## config.mk

```make
export PLATFORM = sky130hd
export DESIGN_NAME = tlc_param_ctrl_flat
export DESIGN_NICKNAME = d
export VERILOG_FILES = /design/src/rtl/tlc_param_ctrl_if.sv /design/src/rtl/tlc_param_ctrl.sv /design/src/flat_wrapper.sv
export SDC_FILE = /design/constraint.sdc
export NUM_CORES = 1
export LEC_CHECK = 0
export ABC_CLOCK_PERIOD_IN_PS = 4600
export CAP_MARGIN = 20
export CELL_PAD_IN_SITES_DETAIL_PLACEMENT = 1
export CELL_PAD_IN_SITES_GLOBAL_PLACEMENT = 2
export CORE_MARGIN = 10
export CORE_UTILIZATION = 33
export CTS_CLUSTER_DIAMETER = 150
export DETAILED_ROUTE_END_ITERATION = 6
export HOLD_SLACK_MARGIN = 0.1
export PLACE_DENSITY_LB_ADDON = 0.08
export SLEW_MARGIN = 20
export SYNTH_ARGS = -nofsm -noshare
export SYNTH_HDL_FRONTEND = slang
export SYNTH_SLANG_ARGS = --single-unit
```

## constraint.sdc

```tcl
create_clock -name clock -period 4.6 [get_ports clock]
set_clock_uncertainty 0.05 [all_clocks]
set_input_delay 0.69 -clock clock [delete_from_list [all_inputs] [get_ports clock]]
set_output_delay 0.69 -clock clock [all_outputs]
set_load 0.05 [all_outputs]
```

## src/rtl/tlc_param_ctrl_if.sv

```systemverilog
// rtl/tlc_param_ctrl_if.sv - sensor/lamp bundle between the junction front-end and tlc_param_ctrl
//
// Purpose: groups every non-clock signal of the traffic-light controller.
// Ports (master = sensor front-end / lamp driver side, slave = controller):
//   density    [NUM_DIR*DENS_W]  thermometer queue sensors, approach i at [i*DENS_W +: DENS_W]
//   emerg      [NUM_DIR]         emergency-vehicle request per approach
//   red_run    [NUM_DIR]         stop-line crossing detector per approach
//   light      [3*NUM_DIR]       lamp per approach, red=100 yellow=010 green=001
//   camera                       red-light violation trigger
//   phase      [3]               IDLE=0 SELECT=1 GREEN=2 YELLOW=3 ALLRED=4 EMERG=5
//   active_dir [DIR_W]           approach currently served
interface tlc_param_ctrl_if #(
  parameter int NUM_DIR = 4,
  parameter int DENS_W  = 3
);
  localparam int DIR_W = ($clog2(NUM_DIR) < 1) ? 1 : $clog2(NUM_DIR);

  logic [NUM_DIR*DENS_W-1:0] density;
  logic [NUM_DIR-1:0]        emerg;
  logic [NUM_DIR-1:0]        red_run;
  logic [3*NUM_DIR-1:0]      light;
  logic                      camera;
  logic [2:0]                phase;
  logic [DIR_W-1:0]          active_dir;

  modport master (
    output density, emerg, red_run,
    input  light, camera, phase, active_dir
  );

  modport slave (
    input  density, emerg, red_run,
    output light, camera, phase, active_dir
  );
endinterface

```

## src/rtl/tlc_param_ctrl.sv

```systemverilog
// rtl/tlc_param_ctrl.sv - density-sized N-approach traffic-light controller with preemption and camera
//
// Purpose: serves the most congested approach, sizing green from its queue
// density, with anti-starvation skip counters, emergency preemption and a
// registered red-light camera trigger.
// Ports:
//   clock  system clock, all state on the rising edge
//   clear  synchronous active-high reset
//   bus    tlc_param_ctrl_if.slave (density/emerg/red_run in, light/camera/phase/active_dir out)
module tlc_param_ctrl #(
  parameter int NUM_DIR       = 4,
  parameter int DENS_W        = 3,
  parameter int TMR_W         = 8,
  parameter int MIN_GREEN     = 4,
  parameter int GREEN_PER_LVL = 4,
  parameter int YELLOW_T      = 3,
  parameter int ALLRED_T      = 1,
  parameter int MAX_SKIP      = 3
) (
  input  logic             clock,
  input  logic             clear,
  tlc_param_ctrl_if.slave  bus
);
  localparam int DIR_W  = ($clog2(NUM_DIR) < 1) ? 1 : $clog2(NUM_DIR);
  localparam int LVL_W  = $clog2(DENS_W + 1);
  localparam int SKIP_W = $clog2(MAX_SKIP + 1);

  localparam logic [2:0] RED = 3'b100;
  localparam logic [2:0] YEL = 3'b010;
  localparam logic [2:0] GRN = 3'b001;

  localparam logic [TMR_W-1:0] YEL_LAST  = TMR_W'(YELLOW_T - 1);
  localparam logic [TMR_W-1:0] RED_LAST  = TMR_W'(ALLRED_T - 1);
  localparam logic [TMR_W-1:0] MING_LAST = TMR_W'(MIN_GREEN - 1);

  typedef enum logic [2:0] {
    IDLE   = 3'd0,
    SELECT = 3'd1,
    GREEN  = 3'd2,
    YELLOW = 3'd3,
    ALLRED = 3'd4,
    EMERG  = 3'd5
  } phase_t;

  phase_t               state;
  logic [DIR_W-1:0]     dir;
  logic [TMR_W-1:0]     green_len;
  logic [TMR_W-1:0]     elapsed;
  logic [SKIP_W-1:0]    skip_cnt [NUM_DIR];
  logic [3*NUM_DIR-1:0] light;
  logic                 camera;

  // Level = run of ones from the nearest sensor; a gap ends the queue.
  function automatic logic [LVL_W-1:0] level_of(input logic [DENS_W-1:0] d);
    logic run;
    level_of = '0;
    run      = 1'b1;
    for (int b = 0; b < DENS_W; b++) begin
      run = run & d[b];
      if (run) level_of = level_of + LVL_W'(1);
    end
  endfunction

  function automatic logic [3*NUM_DIR-1:0] lamps(input logic [2:0] col, input logic [DIR_W-1:0] d);
    for (int i = 0; i < NUM_DIR; i++)
      lamps[3*i +: 3] = (DIR_W'(i) == d) ? col : RED;
  endfunction

  logic [LVL_W-1:0] lvl [NUM_DIR];
  logic [NUM_DIR-1:0] demand;
  logic [NUM_DIR-1:0] green_mask;
  logic [DIR_W-1:0]   emerg_low;
  logic [DIR_W-1:0]   starve_idx;
  logic               starve_any;
  logic [DIR_W-1:0]   best_idx;
  logic [LVL_W-1:0]   best_lvl;
  logic [DIR_W-1:0]   winner;
  logic               full_other;
  logic [TMR_W-1:0]   next_len;

  always_comb begin
    emerg_low  = '0;
    starve_idx = '0;
    starve_any = 1'b0;
    best_idx   = '0;
    best_lvl   = '0;
    full_other = 1'b0;
    for (int i = 0; i < NUM_DIR; i++) begin
      lvl[i]        = level_of(bus.density[i*DENS_W +: DENS_W]);
      demand[i]     = (lvl[i] != '0);
      green_mask[i] = light[3*i];
    end
    // Descending scans leave the lowest qualifying index in place.
    for (int i = NUM_DIR - 1; i >= 0; i--) begin
      if (bus.emerg[i]) emerg_low = DIR_W'(i);
      if (demand[i] && skip_cnt[i] >= SKIP_W'(MAX_SKIP)) begin
        starve_any = 1'b1;
        starve_idx = DIR_W'(i);
      end
    end
    // Strict compare keeps the lowest index on a level tie.
    for (int i = 0; i < NUM_DIR; i++) begin
      if (lvl[i] > best_lvl) begin
        best_lvl = lvl[i];
        best_idx = DIR_W'(i);
      end
      if (DIR_W'(i) != dir && lvl[i] == LVL_W'(DENS_W)) full_other = 1'b1;
    end
    winner   = starve_any ? starve_idx : best_idx;
    next_len = TMR_W'(MIN_GREEN) + TMR_W'(GREEN_PER_LVL) * (TMR_W'(lvl[winner]) - TMR_W'(1));
  end

  always_ff @(posedge clock) begin
    if (clear) begin
      state     <= IDLE;
      dir       <= '0;
      green_len <= '0;
      elapsed   <= '0;
      light     <= {NUM_DIR{RED}};
      camera    <= 1'b0;
      for (int i = 0; i < NUM_DIR; i++) skip_cnt[i] <= '0;
    end else begin
      camera <= |(bus.red_run & ~green_mask);
      case (state)
        IDLE, SELECT: begin
          if (|bus.emerg) begin
            state <= EMERG;
            dir   <= emerg_low;
            light <= lamps(GRN, emerg_low);
          end else if (state == IDLE) begin
            if (|demand) state <= SELECT;
          end else if (|demand) begin
            for (int i = 0; i < NUM_DIR; i++) begin
              if (demand[i]) begin
                if (DIR_W'(i) == winner)                 skip_cnt[i] <= '0;
                else if (skip_cnt[i] < SKIP_W'(MAX_SKIP)) skip_cnt[i] <= skip_cnt[i] + SKIP_W'(1);
              end
            end
            dir       <= winner;
            green_len <= next_len;
            elapsed   <= '0;
            state     <= GREEN;
            light     <= lamps(GRN, winner);
          end else begin
            // Demand vanished during the selection cycle.
            state <= IDLE;
          end
        end
        GREEN: begin
          if (bus.emerg[dir]) begin
            state <= EMERG;
          end else if ((|bus.emerg) || elapsed == green_len - TMR_W'(1) ||
                       (elapsed >= MING_LAST && (lvl[dir] == '0 || full_other))) begin
            state   <= YELLOW;
            elapsed <= '0;
            light   <= lamps(YEL, dir);
          end else begin
            elapsed <= elapsed + TMR_W'(1);
          end
        end
        YELLOW: begin
          if (elapsed == YEL_LAST) begin
            state   <= ALLRED;
            elapsed <= '0;
            light   <= {NUM_DIR{RED}};
          end else begin
            elapsed <= elapsed + TMR_W'(1);
          end
        end
        ALLRED: begin
          if (elapsed == RED_LAST) begin
            state   <= IDLE;
            elapsed <= '0;
          end else begin
            elapsed <= elapsed + TMR_W'(1);
          end
        end
        EMERG: begin
          if (!bus.emerg[dir]) begin
            state   <= YELLOW;
            elapsed <= '0;
            light   <= lamps(YEL, dir);
          end
        end
        default: begin
          state <= IDLE;
          light <= {NUM_DIR{RED}};
        end
      endcase
    end
  end

  assign bus.phase      = state;
  assign bus.light      = light;
  assign bus.camera     = camera;
  assign bus.active_dir = dir;
endmodule

```

## src/flat_wrapper.sv

```systemverilog
// flat-port wrapper written by rule: the top's interface ports become plain ports
module tlc_param_ctrl_flat 
#(
  parameter int NUM_DIR       = 4,
  parameter int DENS_W        = 3,
  parameter int TMR_W         = 8,
  parameter int MIN_GREEN     = 4,
  parameter int GREEN_PER_LVL = 4,
  parameter int YELLOW_T      = 3,
  parameter int ALLRED_T      = 1,
  parameter int MAX_SKIP      = 3
)
  (clock, clear, bus_density, bus_emerg, bus_red_run, bus_light, bus_camera, bus_phase, bus_active_dir);
  tlc_param_ctrl_if #(.NUM_DIR(NUM_DIR), .DENS_W(DENS_W)) bus_i ();
  input  logic clock;
  input  logic clear;
  input wire logic [$bits(bus_i.density)-1:0] bus_density;
  input wire logic [$bits(bus_i.emerg)-1:0] bus_emerg;
  input wire logic [$bits(bus_i.red_run)-1:0] bus_red_run;
  output wire logic [$bits(bus_i.light)-1:0] bus_light;
  output wire logic [$bits(bus_i.camera)-1:0] bus_camera;
  output wire logic [$bits(bus_i.phase)-1:0] bus_phase;
  output wire logic [$bits(bus_i.active_dir)-1:0] bus_active_dir;
  assign bus_i.density = bus_density;
  assign bus_i.emerg = bus_emerg;
  assign bus_i.red_run = bus_red_run;
  assign bus_light = bus_i.light;
  assign bus_camera = bus_i.camera;
  assign bus_phase = bus_i.phase;
  assign bus_active_dir = bus_i.active_dir;
  tlc_param_ctrl #(.NUM_DIR(NUM_DIR), .DENS_W(DENS_W), .TMR_W(TMR_W), .MIN_GREEN(MIN_GREEN), .GREEN_PER_LVL(GREEN_PER_LVL), .YELLOW_T(YELLOW_T), .ALLRED_T(ALLRED_T), .MAX_SKIP(MAX_SKIP)) u_core (.clock(clock), .clear(clear), .bus(bus_i));
endmodule
```

==> results of run 1 <==
[registers in the layout (all words and copies together) (netlist names)]
signal and flops:
u_core.skip_cnt 8, u_core.bus.camera 1, u_core.bus.phase 3, u_core.bus.light 12, u_core.bus.active_dir 2, u_core.green_len 3, u_core.elapsed 8
[Yosys cell counts, types with 4 or more instances]
cell type / number / share of area
nand2_1: 33 / 0.045
dfxtp_1: 29 / 0.21
nor2_1: 26 / 0.035
inv_1: 22 / 0.030
ha_1: 17 / 0.077
o21ai_0: 17 / 0.031
nand3_1: 14 / 0.025
a21oi_1: 13 / 0.024
edfxtp_1: 8 / 0.087
mux2i_1: 8 / 0.029
nand2b_1: 8 / 0.018
nor2b_1: 8 / 0.018
and3_1: 7 / 0.016
a211oi_1: 6 / 0.016
buf_2: 6 / 0.011
nor3_1: 6 / 0.011
nor4_1: 6 / 0.014
o31ai_1: 6 / 0.016
a31oi_1: 5 / 0.011
nor4b_1: 5 / 0.016
o21ai_1: 5 / 0.0091
clkbuf_1: 4 / 0.0055
[routing by layer]
| metal | global-route usage | vias up |
|---|---|---|
| met5 | 0 | - |
| met4 | 0.0283 | 0 |
| met3 | 0.0281 | 5 |
| met2 | 0.234 | 52 |
| met1 | 0.175 | 1293 |
| li1 | - | 1313 |
[layout make-up]
class	count	share of cell area
tap	105	0.0388
clock buffer	5	0.0203
multi-input combinational	257	0.525
timing repair buffer	52	0.144
sequential	37	0.243
inverter	22	0.0244
clock inverter	3	0.00481
[worst min path at each step]
stage	startpoint	end	slack, ns	depth (start not counted)
floorplan	u_core.green_len[6]	u_core.green_len[6]	0.42	1
detailed placement	u_core.bus.light[2]	u_core.bus.light[2]	0.43	1
finish	u_core.bus.light[2]	u_core.bus.light[2]	0.44	1
CTS	u_core.bus.light[2]	u_core.bus.light[2]	0.45	1
global placement	u_core.bus.light[2]	u_core.bus.light[2]	0.42	1
global route	u_core.green_len[6]	u_core.green_len[6]	0.48	1
[cells by family after synthesis]
logic type	share of synthesized area
and+or+nand+nor	0.262
AOI/OAI and AO/OA	0.243
DFF	0.298
buffers and inverters	0.0560
adders and majority gates	0.0773
muxes	0.0537
xor gates and xnor gates	0.00956
[critical path, delay by kind of cell]
| kind | cells | cell delay (ns) |
|---|---|---|
| adders and majority gates | 3 | 0.82 |
| muxes | 2 | 0.63 |
| buffers and inverters | 3 | 0.64 |
| AOI/OAI and AO/OA | 8 | 1.27 |
| and+or+nand+nor | 5 | 0.33 |
[power by group through the flow]
| stage | sequential (mW) | combinational [mW] | clock (mW) |
|---|---|---|---|
| after floorplan | 0.528 | 0.394 | 0 |
| after global placement | 0.456 | 0.669 | 0 |
| after detailed placement | 0.456 | 0.674 | 0 |
| after CTS | 0.449 | 0.677 | 0.247 |
| after global routing | 0.460 | 0.736 | 0.259 |
| final | 0.448 | 0.668 | 0.236 |
==> impl_metrics.py, run 1 <==
metrics = {
    "setup_path": {
        "worstPathRequired_ns": 4.76,
        "slowest_stage": "clkdlybuf4s50_1",
        "worstPathCellList": "clkdlybuf4s50_1, inv_1, o21ai_1, inv_1, ha_1, nand2_1, o21ai_1, mux2i_1, ha_1, nand2_1, o21ai_1, nand2_1, o21ai_0, ha_1, nand2_1, o21ai_1, nand3_1, o21ai_1, mux2_2, o21a_1, a221oi_1",
        "critPathMaxFanout": 4,
        "critPathLaunch": "bus_density[1]",
        "critical_path_class": "primary input to flip-flop",
        "critPathArrivalTime_ns": 4.40,
        "cpMostUsedCell": "o21ai_1",
        "r2r_slack_ns": 1.77,
        "critPathCapture": "u_core.green_len[3]",
        "worst_setup_path_start_kind": "primary input",
        "cp_slowest_stage_delay_ns": 0.52,
        "endpoint_kind": "flip-flop",
        "rr_worst_depth": 7,
        "rr_startpoint": "u_core.bus.active_dir[1]",
        "r2r-end": "u_core.bus.light[7]",
    },
    "floorplan": {
        "rows": 33,
        "num_io_pins": 40,
        "core_area_sq_mm": 0.00818,
        "die_w_microns": 111,
        "die_y_microns": 111,
        "dieArea_sq_mm": 0.0124,
        "start_util": 0.336,
    },
    "cells_and_area": {
        "final_cells": 481,
        "register_area_sq_um": 821,
        "area_growth_pct": 23.0,
        "drive_above_1_share": 0.106,
        "nNetsFinal": 414,
        "antenna_cells": 0,
        "final_cell_mix": "39 x clkdlybuf4s50_1, 33 x nand2_1, 29 x dfxtp_1, 26 x nor2_1, 22 x inv_1",
        "final_area_sq_mm": 0.00338,
        "final_common_cell": "clkdlybuf4s50_1",
        "filler_cell_count": 998,
        "finalCoreUtilization": 0.414,
        "multiInputGateArea_sq_mm": 0.00178,
    },
    "timing": {
        "max_slew_margin": 0.433,
        "setup_viol": 0,
        "postLayoutSetupSlackWorst_ns": 0.362,
        "final_max_slew_viol_count": 0,
        "setup-tns-final_ns": 0,
        "whs_ns": 0.440,
        "period_share": 0.921,
        "finalCriticalPeriod_ns": 4.24,
        "worst_pin_slew_ns": 0.843,
        "finalHoldViolCount": 0,
        "fmax_mhz": 236,
        "grt_setup_unrepaired": "no",
    },
    "pwr": {
        "switchingPower_mw": 0.620,
        "power_mw": 1.35,
        "p_int_mw": 0.732,
        "ir_worst_vdd_mv": 0.220,
        "comb_power_share": 0.494,
        "seqPwrFrac": 0.331,
        "netSwitchingFraction": 0.458,
        "leakagePower_nw": 1.32,
        "p_per_area_mw_per_mm2": 400,
        "clkPwrFrac": 0.174,
    },
    "global_route": {
        "grt_pass1_vias": 2750,
        "grt_pass1_wl_microns": 14400,
        "track_usage": 0.138,
        "antenna_found_initial": 0,
        "grt_overflow": 0,
        "grt_max_degree": 19,
    },
    "route": {
        "drtIter0Drc": 72,
        "wl_met3_microns": 309,
        "drt-met1-wl_microns": 4120,
        "wirelength_microns": 8620,
        "vias": 2663,
        "top_layer_used": "met4",
        "ant_nets": 0,
        "route.met2.wl_microns": 4150,
        "drc": 0,
        "routedWlPerCell_microns": 17.9,
        "avgViaCountPerCell": 5.54,
        "first_pass_iters": 4,
    },
    "logic_synthesis": {
        "syn_inst": 329,
        "synth_nets": 368,
        "ys_warn_count": 0,
        "yosys_most_used_dff": "dfxtp_1",
        "synth-seq-cells": 37,
        "synth.avg_cell_area_sq_um": 8.36,
        "yosys.cell_types.count": 64,
        "synth-seq-area-share": 0.298,
        "netlist_area_sq_mm": 0.00275,
        "async_flop_share": 0,
        "synth_edf_count": 8,
    },
    "placed_design": {
        "numPortBuffers": 39,
        "place_inst": 473,
        "gp_congestion": 0.800,
        "dpl-instance-area_sq_mm": 0.00330,
        "dp_hpwl_microns": 6810,
        "place_ws_ns": -0.147,
    },
    "clock_tree": {
        "cts_root_buf": "clkbuf_8",
        "cts.sinks": 37,
        "post_cts_buffers": 0,
        "cts_resized": 0,
        "cts_buffers": 5,
        "cts_tree": "built",
        "clockBufferDepth": 2,
        "clk_latency_ns": 0.30,
        "cts_htree_levels": 2,
        "clkTransAtPathRegs_ns": 0.08,
        "ctsHoldBuffers": 0,
    },
    "outcome": {
        "status": "finished, final reports clean",
    },
    "flow_run": {
        "max_cap_violations": 0,
    },
    "worst_hold_path": {
        "hp-class": "flip-flop to flip-flop",
    },
}
Note: power is estimated with default switching activity, not from simulation.
==> run 2: changes to the inputs <==
- REMOVE_ABC_BUFFERS: not set -> 1
==> run 2 against run 1 <==
Utilization grew 0.60 points. Sequential power barely moved. Routed wire length grew 1.6%. Combinational power grew 0.7%. Critical path type unchanged. Critical endpoint unchanged. Largest power group unchanged.
==> impl_metrics.py, run 2 (synthesis gave the netlist of run 1 again) <==
metrics = {
    "floorplan": {
        "die_w_microns": 111,
        "die_y_microns": 111,
        "rows": 33,
        "start_util": 0.336,
        "dieArea_sq_mm": 0.0124,
        "core_area_sq_mm": 0.00818,
        "num_io_pins": 40,
    },
    "global_route": {
        "grt_max_degree": 19,
        "antenna_found_initial": 0,
        "grt_overflow": 0,
        "grt_pass1_vias": 2808,
        "track_usage": 0.141,
        "grt_pass1_wl_microns": 14600,
    },
    "setup_path": {
        "critPathMaxFanout": 4,
        "worst_setup_path_start_kind": "primary input",
        "slowest_stage": "clkdlybuf4s50_1",
        "worstPathCellList": "clkdlybuf4s50_1, inv_1, o21ai_1, inv_1, ha_1, nand2_1, o21ai_1, mux2i_1, ha_1, nand2_1, o21ai_1, nand2_1, o21ai_0, ha_1, nand2_1, o21ai_1, nand3_1, o21ai_2, mux2_2, o21a_1, a221oi_1",
        "endpoint_kind": "flip-flop",
        "r2r_slack_ns": 1.71,
        "critical_path_class": "primary input to flip-flop",
        "critPathArrivalTime_ns": 4.37,
        "worstPathRequired_ns": 4.75,
        "cp_slowest_stage_delay_ns": 0.53,
        "rr_worst_depth": 7,
    },
    "cells_and_area": {
        "regMostFlops": "u_core.bus.light",
        "final_area_sq_mm": 0.00343,
        "largest_reg_flops": 12,
        "nNetsFinal": 416,
        "multiInputGateArea_sq_mm": 0.00179,
        "drive_above_1_share": 0.114,
        "final_cells": 483,
        "reg_top3": "u_core.bus.light: 12 flops, u_core.elapsed: 8 flops, u_core.skip_cnt: 8 flops",
        "final_cell_mix": "38 x clkdlybuf4s50_1, 33 x nand2_1, 29 x dfxtp_1, 26 x nor2_1, 22 x inv_1",
        "area_growth_pct": 24.8,
        "register_area_sq_um": 821,
        "filler_cell_count": 1016,
        "final_common_cell": "clkdlybuf4s50_1",
        "antenna_cells": 0,
    },
    "placed_design": {
        "dpl-instance-area_sq_mm": 0.00331,
        "numPortBuffers": 39,
        "gp_congestion": 0.812,
        "place_ws_ns": -0.0958,
        "place_inst": 475,
        "dp_hpwl_microns": 6810,
    },
    "clock_tree": {
        "cts_tree": "built",
        "cts_root_buf": "clkbuf_8",
        "cts_htree_levels": 2,
        "clk_latency_ns": 0.29,
        "cts.sinks": 37,
        "cts_buffers": 5,
        "clockBufferDepth": 2,
        "post_cts_buffers": 0,
        "clkTransAtPathRegs_ns": 0.08,
    },
    "timing": {
        "final_max_slew_viol_count": 0,
        "postLayoutSetupSlackWorst_ns": 0.378,
        "period_share": 0.918,
        "grt_setup_unrepaired": "no",
        "fmax_mhz": 237,
        "worst_pin_slew_ns": 0.626,
        "max_slew_margin": 0.578,
        "setup_viol": 0,
        "finalCriticalPeriod_ns": 4.22,
        "finalHoldViolCount": 0,
    },
    "route": {
        "wirelength_microns": 8760,
        "drtIter0Drc": 74,
        "ant_nets": 0,
        "drc": 0,
        "first_pass_iters": 4,
        "vias": 2656,
        "avgViaCountPerCell": 5.50,
        "routedWlPerCell_microns": 18.1,
    },
    "pwr": {
        "p_per_area_mw_per_mm2": 405,
        "leakagePower_nw": 1.35,
        "ir_worst_vdd_mv": 0.237,
    },
    "flow_run": {
        "max_cap_violations": 0,
    },
    "worst_hold_path": {
        "hp-class": "flip-flop to flip-flop",
        "holdPathStages": 1,
    },
    "outcome": {
        "status": "finished, final reports clean",
    },
}
-- run 2: path summary, 6_finish.rpt --
check,startpoint,end
setup / recovery,bus_density[1],u_core.green_len[3]
hold / removal,u_core.bus.light[5],u_core.bus.light[5]
setup reg to reg,u_core.bus.active_dir[1],u_core.bus.light[7]
hold reg to reg,u_core.bus.light[5],u_core.bus.light[5]
-- run 2: final cells by class --
cell class,count,share of cell area
Clock buffer,7,0.0284
Clock inverter,1,0.00109
Inverter,22,0.0241
Multi-Input combinational cell,257,0.522
Sequential cell,37,0.239
Tap cell,105,0.0383
Timing Repair Buffer,54,0.147
-- run 2: power by group --
group / switching, mW / internal (mW) / total (mW) / leakage [nW]
logic: 0.418 / 0.255 / 0.673 / 0.977
registers: 0.0755 / 0.374 / 0.449 / 0.319
clock network: 0.130 / 0.139 / 0.269 / 0.0510
total: 0.624 / 0.767 / 1.39 / 1.35
-- run 2: routing by layer --
layer	up-vias	GRT usage	routed length (microns)
met5	-	0	0
met4	0	0.0334	102
met3	8	0.0417	432
met2	41	0.226	4010
met1	1290	0.179	4210
li1	1317	-	-
-- run 2: critical path, delay by kind of cell --
kind	cells	cell delay, ns
compound gates	8	1.20
fa+ha+maj	3	0.85
buf+inv	3	0.65
mux	2	0.63
simple gates	5	0.35
-- run 2: per-stage QoR --
step / hold slack [ns] / utilization / power (mW) / TNS [ns]
2_1_floorplan: 0.417 / - / 0.888 / 0
3_3_place_gp: 0.413 / 0.405 / 1.13 / 0
3_5_place_dp: 0.425 / 0.405 / 1.13 / -0.499
4_1_cts: 0.446 / 0.418 / 1.40 / 0
5_1_grt: 0.474 / 0.420 / 1.50 / 0
6_report: 0.436 / 0.420 / 1.39 / 0
-- run 2: timing repair --
action	4_1_cts	5_1_grt
gates resized for setup	0	8
setup endpoints to repair	0	15
hold buffers	0	0
